## config.mk

```make
export PLATFORM = sky130hd
export DESIGN_NAME = mem_access_ctrl
export DESIGN_NICKNAME = d
export VERILOG_FILES = /design/src/rtl/mem_access_ctrl.sv
export SDC_FILE = /design/constraint.sdc
export NUM_CORES = 1
export LEC_CHECK = 0
export CAP_MARGIN = 10
export CORE_MARGIN = 2
export CORE_UTILIZATION = 43
export DETAILED_ROUTE_END_ITERATION = 8
export PLACE_DENSITY = 0.85
export RECOVER_POWER = 25
export SYNTH_ARGS = -nofsm -noshare
export SYNTH_HDL_FRONTEND = slang
export SYNTH_SLANG_ARGS = --single-unit
export TNS_END_PERCENT = 20
```

## constraint.sdc

```tcl
create_clock -name clk -period 3.5 [get_ports clk]
set_clock_uncertainty 0.15 [all_clocks]
set_input_delay 0.7 -clock clk [delete_from_list [all_inputs] [get_ports clk]]
set_output_delay 0.7 -clock clk [all_outputs]
set_load 0.01 [all_outputs]
```

## src/rtl/mem_access_ctrl.sv

```systemverilog
`default_nettype none
// ============================================================================
// Module   : mem_access_ctrl
// Brief    : Load/store front-end driving the RAM MOV/RW/MOC handshake,
//            with op3 decode, alignment check and MOC timeout.
// Revision : 1.0 - initial release
// ============================================================================
module mem_access_ctrl #(
    parameter int TIMEOUT = 16,
    parameter int ADDR_W  = 32
) (
    input  logic              clk,
    input  logic              reset_n,
    input  logic              req,
    input  logic [5:0]        op3,
    input  logic [ADDR_W-1:0] addr,
    input  logic [31:0]       wdata,
    output logic              busy,
    output logic              done,
    output logic [31:0]       rdata,
    output logic [1:0]        err,
    output logic              err_v,
    output logic              mem_mov,
    output logic              mem_rw,
    output logic [1:0]        mem_size,
    output logic              mem_sign,
    output logic [ADDR_W-1:0] mem_address,
    output logic [31:0]       mem_datain,
    input  logic [31:0]       mem_dataout,
    input  logic              mem_moc
);

    localparam logic [1:0] c_ST_IDLE = 2'd0;
    localparam logic [1:0] c_ST_WAIT = 2'd1;
    localparam logic [1:0] c_ST_DONE = 2'd2;
    localparam logic [1:0] c_ST_ERR  = 2'd3;

    localparam int               c_CNT_W    = $clog2(TIMEOUT);
    localparam logic [c_CNT_W-1:0] c_CNT_LAST = c_CNT_W'(TIMEOUT - 1);

    logic [1:0]         r_state;
    logic [c_CNT_W-1:0] r_count;

    logic               w_legal;
    logic               w_rd;
    logic [1:0]         w_size;
    logic               w_sign;
    logic               w_misalign;

    always_comb begin
        w_legal = 1'b1;
        w_rd    = 1'b1;
        w_size  = 2'b00;
        w_sign  = 1'b0;
        case (op3)
            6'b001001: begin w_size = 2'b00; w_sign = 1'b1; end
            6'b001010: begin w_size = 2'b01; w_sign = 1'b1; end
            6'b000001: w_size = 2'b00;
            6'b000010: w_size = 2'b01;
            6'b000000: w_size = 2'b10;
            6'b000101: begin w_rd = 1'b0; w_size = 2'b00; end
            6'b000110: begin w_rd = 1'b0; w_size = 2'b01; end
            6'b000100: begin w_rd = 1'b0; w_size = 2'b10; end
            default:   w_legal = 1'b0;
        endcase
    end

    assign w_misalign = ((w_size == 2'b01) && addr[0]) ||
                        ((w_size == 2'b10) && (addr[1:0] != 2'b00));

    always_ff @(posedge clk) begin
        if (!reset_n) begin
            r_state     <= c_ST_IDLE;
            r_count     <= '0;
            busy        <= 1'b0;
            done        <= 1'b0;
            rdata       <= 32'd0;
            err         <= 2'b00;
            err_v       <= 1'b0;
            mem_mov     <= 1'b0;
            mem_rw      <= 1'b0;
            mem_size    <= 2'b00;
            mem_sign    <= 1'b0;
            mem_address <= '0;
            mem_datain  <= 32'd0;
        end else begin
            done  <= 1'b0;
            err_v <= 1'b0;
            case (r_state)
                c_ST_IDLE: begin
                    mem_mov <= 1'b0;
                    if (req) begin
                        mem_rw      <= w_rd;
                        mem_size    <= w_size;
                        mem_sign    <= w_sign;
                        mem_address <= addr;
                        mem_datain  <= wdata;
                        r_count     <= '0;
                        busy        <= 1'b1;
                        // Illegal opcode outranks misalignment
                        if (!w_legal) begin
                            r_state <= c_ST_ERR;
                            err     <= 2'b11;
                            err_v   <= 1'b1;
                        end else if (w_misalign) begin
                            r_state <= c_ST_ERR;
                            err     <= 2'b01;
                            err_v   <= 1'b1;
                        end else begin
                            r_state <= c_ST_WAIT;
                            err     <= 2'b00;
                            mem_mov <= 1'b1;
                        end
                    end
                end
                c_ST_WAIT: begin
                    r_count <= r_count + 1'b1;
                    // First WAIT cycle may still see MOC from the prior access
                    if ((r_count != '0) && mem_moc) begin
                        if (mem_rw) begin
                            rdata <= mem_dataout;
                        end
                        mem_mov <= 1'b0;
                        done    <= 1'b1;
                        r_state <= c_ST_DONE;
                    end else if (r_count == c_CNT_LAST) begin
                        mem_mov <= 1'b0;
                        err     <= 2'b10;
                        err_v   <= 1'b1;
                        r_state <= c_ST_ERR;
                    end
                end
                c_ST_DONE: begin
                    mem_mov <= 1'b0;
                    busy    <= 1'b0;
                    r_state <= c_ST_IDLE;
                end
                default: begin
                    mem_mov <= 1'b0;
                    busy    <= 1'b0;
                    r_state <= c_ST_IDLE;
                end
            endcase
        end
    end

endmodule
`default_nettype wire

```

==> results of run 1 <==
routing by layer:
layer  part of all wire  vias up
li1                   -     2043
met2               0.49      171
met1               0.41     1894
met3              0.078       26
met5                  0        -
met4              0.024        0
layout make-up:
cell class,instances,area share
sequential,112,0.337
inverter,4,0.00225
timing repair buffer,216,0.325
multi-input combinational,349,0.278
clock buffer,12,0.0248
tap,133,0.0250
clock inverter,4,0.00770
cell families after synthesis:
family,after synthesis
adder cells (fa/ha/maj),2
AO/OA/AOI/OAI,118
flip-flops,112
buffers and inverters,41
AND/OR/NAND/NOR,226
multiplexers,2
XOR/XNOR,1
power groups by stage:
stage               Combinational, mW  Clock, mW  Sequential (mW)
floorplan                       0.174          0             1.42
global placement                0.462          0             1.40
detailed placement              0.475          0             1.40
CTS                             0.477      0.837             1.37
global route                    0.508      0.878             1.38
finish                          0.469      0.811             1.37
path summary, 6_finish.rpt:
check | to
setup / recovery | mem_address[8]
hold reg to reg | mem_datain[24]
setup reg to reg | rdata[8]
hold / removal | mem_datain[24]
Yosys cell counts (3+ instances only):
cell type  number  area [sq um]
dfxtp_1       112          2240
clkbuf_1       16          60.1
o21ai_0        33           165
buf_6           4          45.0
nand2_1       163           612
inv_1           4          15.0
buf_2          14          70.1
nand3_1        36           180
nor2b_1         6          37.5
nor2_1          8          30.0
a22oi_1         3          22.5
a21boi_0       57           428
a21boi_1        8          60.1
worst reg2reg max path, delay by kind of cell, from the launching register on:
family	cells	cell delay (ns)
adder cells (fa/ha/maj)	1	0.20
flip-flops	1	0.43
buffers and inverters	2	0.65
AND/OR/NAND/NOR	2	0.43
AO/OA/AOI/OAI	2	0.24
state kept, by name, summed over array words and instances (netlist names):
| register | flops |
|---|---|
| mem_mov | 1 |
| mem_sign | 1 |
| r_state | 2 |
| busy | 1 |
| r_count | 4 |
| mem_size | 2 |
| rdata | 32 |
| mem_rw | 1 |
| err | 2 |
| mem_datain | 32 |
| mem_address | 32 |
| done | 1 |
| err_v | 1 |
stage by stage:
step / worst slack (ns) / instances / hold WS (ns) / instance area (sq um)
floorplan: 1.70 / 502 / 0.329 / 4310
detailed placement: 0.730 / 814 / 0.295 / 6460
global route: 0.701 / 830 / 0.329 / 6660
finish: 0.866 / 830 / 0.308 / 6660
CTS: 1.15 / 830 / 0.310 / 6680
global placement: 0.799 / 814 / 0.290 / 6460
==> Flow_metrics.wiki, run 1 <==
{| class="wikitable"
! Metric !! Value
|-
| WP buf/inv || 2
|-
| Time the worst path needs with I/O delays and setup || 2.63 ns
|-
| Final RePlAce weighted congestion || 0.802
|-
| Area of the multi-input gates || 0.00185 sq mm
|-
| DR pass1 iterations || 4
|-
| Kind of end point of the critical path || register
|-
| Power Density || 398 mW/mm^2
|-
| Critical path start-end classification || in2reg
|-
| Classification of the worst-slack hold path || reg2reg
|-
| Design Power || 2.65 mW
|-
| Final setup TNS || 0 ns
|-
| Max-cap violation count || 0
|-
| Starting utilization of the core area || 0.443
|-
| RSZ-0062 raised after global routing || no
|-
| Fmax || 0.380 GHz
|-
| Final period utilization || 0.752
|-
| Congestion Overflow GR || 0
|-
| Actual slew at the worst max-slew pin || 1.07 ns
|-
| Worst Reg-to-Reg Cells || 7
|-
| Utilization after layout || 0.684
|-
| Data arrival time at the worst-slack endpoint || 2.76 ns
|-
| Clock insertion delay at the later pin of the skew report || 0.37 ns
|-
| Clk Tree Root Cell || clkbuf_8
|-
| DIE HEIGHT || 104 um
|-
| Hold_buf cts || 0
|-
| Final setup fails || 0
|-
| Static Leakage || 2.43 nW
|-
| Total track usage || 0.220
|-
| Sink count of the clock tree || 112
|-
| Count of final max-slew check failures || 0
|-
| Maximum number of pins on one net before global-route repair || 79
|-
| Die ar. || 0.0108 sq mm
|-
| Most frequent standard cell in the layout excluding fill and tap cells || clkdlybuf4s50_1
|-
| Proportion of layout cells with a drive suffix above 1 || 0.0416
|-
| Xor and xnor area share after synthesis || 0.00203
|-
| Critical-path cell with the highest stage delay || or3b_1
|-
| Via density per instance || 4.98
|-
| Gr busiest metal || met2
|-
| Slack of the worst reg-to-reg path || 1.24 ns
|-
| Compound-gate portion of the synthesized area || 0.193
|-
| Worst hold path cell count || 2
|-
| Met1 Resource Use GR || 0.254
|-
| Core Box Area || 0.00973 sq mm
|-
| Avg Synthesized Cell Area || 8.58 sq um
|-
| TritonCTS clock tree || done
|-
| Internal portion of total power || 1.99 mW
|-
| Number of flops mapped to enable cells by yosys || 0
|-
| Worst Path Max Fanout || 24
|-
| Worst-case vdd ir drop || 0.250 mV
|-
| Cell area after technology mapping || 0.00431 sq mm
|-
| Layout-stage area growth over the synthesis result || 54.7%
|-
| Global routing met3 resource utilization || 0.0652
|-
| Number of filler cells placed in the layout || 766
|-
| Logic gate share of total power || 0.177
|-
| Post-CTS setup buffer count || 0
|-
| Horizontal die dimension || 104 um
|-
| Final wirelength || 11.9 mm
|-
| Startpoint kind of the worst setup timing path || primary input
|-
| Status || complete, no violations
|-
| CP Data Required Time || 3.63 ns
|-
| Clock-pin transition on the worst setup and hold timing paths || 0.10 ns
|-
| Synth Register Bits || 112
|-
| Post-layout net count || 800
|-
| Max-slew headroom at the worst pin || 0.284
|-
| Simple-gate portion of the synthesized area || 0.226
|-
| Switching share of power || 0.250
|-
| Count of cell instances traversed by the critical path || 5
|-
| Post-synthesis share of cell area spent on full adders, half adders and majority gates || 0.00581
|-
| Hold path start || mem_datain[24]
|-
| Synthesized Nets || 610
|-
| Number of remaining DRC errors || 0
|-
| Antenna violations before repair || 0
|-
| Prevailing post-synth register cell || dfxtp_1
|-
| Top Family by Delay on Critical Path || buffers and inverters
|-
| Final ANT Viol Nets || 0
|-
| Reg power frac || 0.517
|-
| First-pass GRT wire length || 19.6 mm
|-
| Met2 GRT Util || 0.377
|-
| Start of the worst register-to-register path || r_count[0]
|-
| Number of gates resized after CTS || 0
|-
| Diodes inserted || 0
|-
| Yosys warnings || 0
|-
| Clock buffer count from CTS || 9
|-
| I/O pin count || 212
|-
| NetSw || 0.662 mW
|-
| Multiplexer share of the synthesized area || 0.00494
|-
| H-tree depth reported by CTS || 3
|-
| Stage delay of the slowest cell on the critical path || 0.77 ns
|-
| Ys async rst share || 0
|-
| Number of design-rule violations left by the first detailed-router iteration || 189
|-
| Gate count of the mapped netlist || 502
|-
| Cell-by-cell trace of the critical path || dlygate4sd3_1, or3b_1, buf_4, nand2_1, a21boi_0
|-
| Number of different library cells in the post-synthesis netlist || 45
|-
| Crit path from || req
|-
| Sequential share of the synthesized area || 0.521
|-
| Clock tree buffer depth || 2
|-
| Clock group share of total power || 0.306
|-
| Dominant combinational cell family by area after synthesis || simple AND/OR/NAND/NOR gates
|-
| Mean routed wirelength per cell || 14.3 um
|-
| Total number of vias || 4,134
|-
| Register area || 0.00224 sq mm
|-
| DPL Wire Length || 8.71 mm
|-
| Number of port buffers || 211
|-
| Vias in the first global route || 4,119
|-
| Highest-count cells in the layout ignoring fill and taps || clkdlybuf4s50_1 (201), nand2_1 (163), dfxtp_1 (112), a21boi_0 (57), nand3_1 (36)
|-
| Row Count || 36
|-
| Final number of hold-violating endpoints || 0
|}
Power figures use the tool's default switching activity.
==> run 2: changes to the inputs <==
--- a/config.mk
+++ b/config.mk
@@ -7,9 +7,9 @@
 export LEC_CHECK = 0
 export CAP_MARGIN = 10
 export CORE_MARGIN = 2
-export CORE_UTILIZATION = 43
+export CORE_UTILIZATION = 36
 export DETAILED_ROUTE_END_ITERATION = 8
-export PLACE_DENSITY = 0.85
+export PLACE_DENSITY = 0.76
 export RECOVER_POWER = 25
 export SYNTH_ARGS = -nofsm -noshare
 export SYNTH_HDL_FRONTEND = slang
==> constraint.sdc (replaced) <==
create_clock -name clk -period 2.3 [get_ports clk]
set_clock_uncertainty 0.15 [all_clocks]
set_input_delay 0.46 -clock clk [delete_from_list [all_inputs] [get_ports clk]]
set_output_delay 0.46 -clock clk [all_outputs]
set_load 0.01 [all_outputs]
==> run 2 against run 1 <==
  * Global-route usage is 4.5 points lower
  * Hold slack worse by 0.0045 ns
  * Setup slack got worse by 0.55 ns
  * Utilization down 9.0 points
  * Clock power is 120% higher
  * Sequential cell count unchanged
  * Wire length shrank 2.9%
  * Cell area up 3.2%
  * Critical path depth is the same
==> Flow_metrics.wiki, run 2 (synthesized netlist as in run 1, its figures left out) <==
{| class="wikitable"
! Metric !! Value
|-
| Final number of hold-violating endpoints || 0 (unchanged)
|-
| Number of remaining DRC errors || 0 (unchanged)
|-
| TritonCTS clock tree || done (unchanged)
|-
| Die ar. || 0.0129 sq mm (was 0.0108 sq mm)
|-
| Registers with the most flip-flops || mem_address x32, mem_datain x32, rdata x32 (unchanged)
|-
| Clk Tree Root Cell || clkbuf_16 (was clkbuf_8)
|-
| Switching share of power || 0.225 (was 0.250)
|-
| Max-slew headroom at the worst pin || 0.628 (was 0.284)
|-
| Start of the worst register-to-register path || r_state[1] (was r_count[0])
|-
| Hold_buf cts || 0 (unchanged)
|-
| Worst Reg-to-Reg Cells || 4 (was 7)
|-
| Stage delay of the slowest cell on the critical path || 0.62 ns (was 0.77 ns)
|-
| Time the worst path needs with I/O delays and setup || 1.98 ns
|-
| Maximum number of pins on one net before global-route repair || 84 (was 79)
|-
| Vias in the first global route || 3,923 (was 4,119)
|-
| Final setup fails || 0 (unchanged)
|-
| Design Power || 4.59 mW (was 2.65 mW)
|-
| Cell-by-cell trace of the critical path || dlygate4sd3_1, or3b_2, buf_12, nand2_1, a21boi_0 (was dlygate4sd3_1, or3b_1, buf_4, nand2_1, a21boi_0)
|-
| Status || complete, no violations (unchanged)
|-
| Number of filler cells placed in the layout || 1,025 (was 766)
|-
| Clock insertion delay at the later pin of the skew report || 0.34 ns (was 0.37 ns)
|-
| Row Count || 39 (was 36)
|-
| Final period utilization || 0.861
|-
| Worst hold path cell count || 2 (unchanged)
|-
| Startpoint kind of the worst setup timing path || primary input (unchanged)
|-
| Worst slack at placement || 0.0104 ns (was 0.730 ns)
|-
| Terminating pin of the worst hold path || mem_datain[30] (was mem_datain[24])
|-
| Fmax || 0.505 GHz
|-
| Power Density || 668 mW/mm^2 (was 398 mW/mm^2)
|-
| Internal portion of total power || 3.56 mW (was 1.99 mW)
|-
| Number of design-rule violations left by the first detailed-router iteration || 206 (was 189)
|-
| Count of final max-slew check failures || 0 (unchanged)
|-
| DIE HEIGHT || 113 um (was 104 um)
|-
| Post-CTS setup buffer count || 0 (unchanged)
|-
| Worst Path Max Fanout || 37 (was 24)
|-
| Number of gates resized after CTS || 0 (unchanged)
|-
| Clock-pin transition on the worst setup and hold timing paths || 0.06 ns (was 0.10 ns)
|-
| Clock buffer count from CTS || 9 (unchanged)
|-
| Slack of the worst reg-to-reg path || 0.42 ns (was 1.24 ns)
|-
| Logic gate share of total power || 0.155 (was 0.177)
|-
| DR pass1 iterations || 4 (unchanged)
|-
| Data arrival time at the worst-slack endpoint || 2.05 ns (was 2.76 ns)
|-
| Worst-case vdd ir drop || 0.356 mV (was 0.250 mV)
|-
| Crit Reg-Reg Endpoint || rdata[28] (was rdata[8])
|-
| Layout-stage area growth over the synthesis result || 59.6% (was 54.7%)
|-
| Via density per instance || 4.77 (was 4.98)
|-
| Proportion of layout cells with a drive suffix above 1 || 0.0484 (was 0.0416)
|-
| Final ANT Viol Nets || 0 (unchanged)
|-
| Antenna violations before repair || 0 (unchanged)
|-
| Final wirelength || 11.5 mm (was 11.9 mm)
|-
| Horizontal die dimension || 113 um (was 104 um)
|-
| Kind of end point of the critical path || register (unchanged)
|-
| Hold path start || mem_datain[30] (was mem_datain[24])
|-
| DPL Wire Length || 8.30 mm (was 8.71 mm)
|-
| Total number of vias || 4,033 (was 4,134)
|-
| CP Data Required Time || 2.37 ns (was 3.63 ns)
|-
| Final setup TNS || 0 ns (unchanged)
|-
| Post-layout net count || 805 (was 800)
|-
| H-tree depth reported by CTS || 3 (unchanged)
|-
| I/O pin count || 212 (unchanged)
|-
| Static Leakage || 2.63 nW (was 2.43 nW)
|-
| Actual slew at the worst max-slew pin || 0.553 ns (was 1.07 ns)
|-
| Mean routed wirelength per cell || 13.6 um (was 14.3 um)
|-
| Max-cap violation count || 0 (unchanged)
|-
| First-pass GRT wire length || 18.2 mm (was 19.6 mm)
|-
| Core Box Area || 0.0116 sq mm (was 0.00973 sq mm)
|-
| NetSw || 1.03 mW (was 0.662 mW)
|-
| Starting utilization of the core area || 0.372 (was 0.443)
|-
| Highest-count cells in the layout ignoring fill and taps || clkdlybuf4s50_1 (165), nand2_1 (163), dfxtp_1 (112), a21boi_0 (57), dlygate4sd3_1 (45) (was clkdlybuf4s50_1 (201), nand2_1 (163), dfxtp_1 (112), a21boi_0 (57), nand3_1 (36))
|-
| Congestion Overflow GR || 0 (unchanged)
|-
| Sink count of the clock tree || 112 (unchanged)
|-
| Critical-path cell with the highest stage delay || or3b_2 (was or3b_1)
|-
| Clock group share of total power || 0.390 (was 0.306)
|-
| Total track usage || 0.176 (was 0.220)
|-
| Critical path start-end classification || in2reg (unchanged)
|-
| Classification of the worst-slack hold path || reg2reg (unchanged)
|-
| RSZ-0062 raised after global routing || no (unchanged)
|-
| Worst slack on hold paths || 0.303 ns (was 0.308 ns)
|-
| Clock tree buffer depth || 2 (unchanged)
|-
| Diodes inserted || 0 (unchanged)
|-
| Reg power frac || 0.455 (was 0.517)
|-
| Most frequent standard cell in the layout excluding fill and tap cells || clkdlybuf4s50_1 (unchanged)
|-
| Number of port buffers || 211 (unchanged)
|-
| Area of the multi-input gates || 0.00185 sq mm (about the same)
|-
| Register area || 0.00224 sq mm (unchanged)
|-
| Worst setup slack after layout || 0.319 ns (was 0.866 ns)
|-
| Final RePlAce weighted congestion || 0.799 (was 0.802)
|}
==> run 2: cell count changes in the layout (fill, tap and decap cells not counted), sizes merged <==
cell,before,now
clkbuf,14,12
dlygate4sd3,9,45
bufinv,1,3
clkinv,2,1
buf,4,10
clkdlybuf4s50,201,165
==> run 2: critical path, delay by kind of cell <==
family / cells / cell delay (ns)
buffers and inverters: 2 / 0.79
and+or+nand+nor: 2 / 0.70
AOI/OAI and AO/OA: 1 / 0.09
==> run 2: per-stage QoR <==
stage,std cells,util,cell area [sq um]
6_report,845,0.594,6870
5_1_grt,845,0.594,6870
4_1_cts,845,0.596,6890
3_5_place_dp,829,0.565,6540
3_3_place_gp,829,0.565,6540
2_1_floorplan,502,-,4310
==> run 2: final cells by class <==
| cell class | count | area share |
|---|---|---|
| clock buffers | 11 | 0.0368 |
| clock inverters | 5 | 0.0149 |
| inverters | 4 | 0.00218 |
| multi-input cells | 349 | 0.269 |
| flip-flops and latches | 112 | 0.326 |
| well taps | 143 | 0.0260 |
| repair buffers | 221 | 0.325 |
==> run 2: per-layer routing <==
| metal | part of all wire | up-vias | track usage |
|---|---|---|---|
| met2 | 0.46 | 156 | 0.290 |
| met3 | 0.096 | 21 | 0.0664 |
| met4 | 0.024 | 0 | 0.0846 |
| met1 | 0.42 | 1797 | 0.201 |
| li1 | - | 2059 | - |
| met5 | 0 | - | 0 |
==> run 2: worst max path at each step <==
stage | from | cells past startpoint | to
detailed placement | req | 5 | mem_address[29]
global placement | req | 5 | mem_size[0]
global route | req | 6 | mem_address[27]
finish | req | 5 | mem_address[29]
CTS | mem_rw | 1 | mem_rw
floorplan | req | 5 | mem_size[1]
==> run 2: power by group through the flow <==
| stage | combinational, mW | sequential, mW | clock [mW] |
|---|---|---|---|
| after global placement | 0.724 | 2.13 | 0 |
| after CTS | 0.741 | 2.09 | 1.86 |
| after floorplan | 0.264 | 2.17 | 0 |
| final | 0.713 | 2.09 | 1.79 |
| after global routing | 0.776 | 2.10 | 1.93 |
| after detailed placement | 0.737 | 2.13 | 0 |
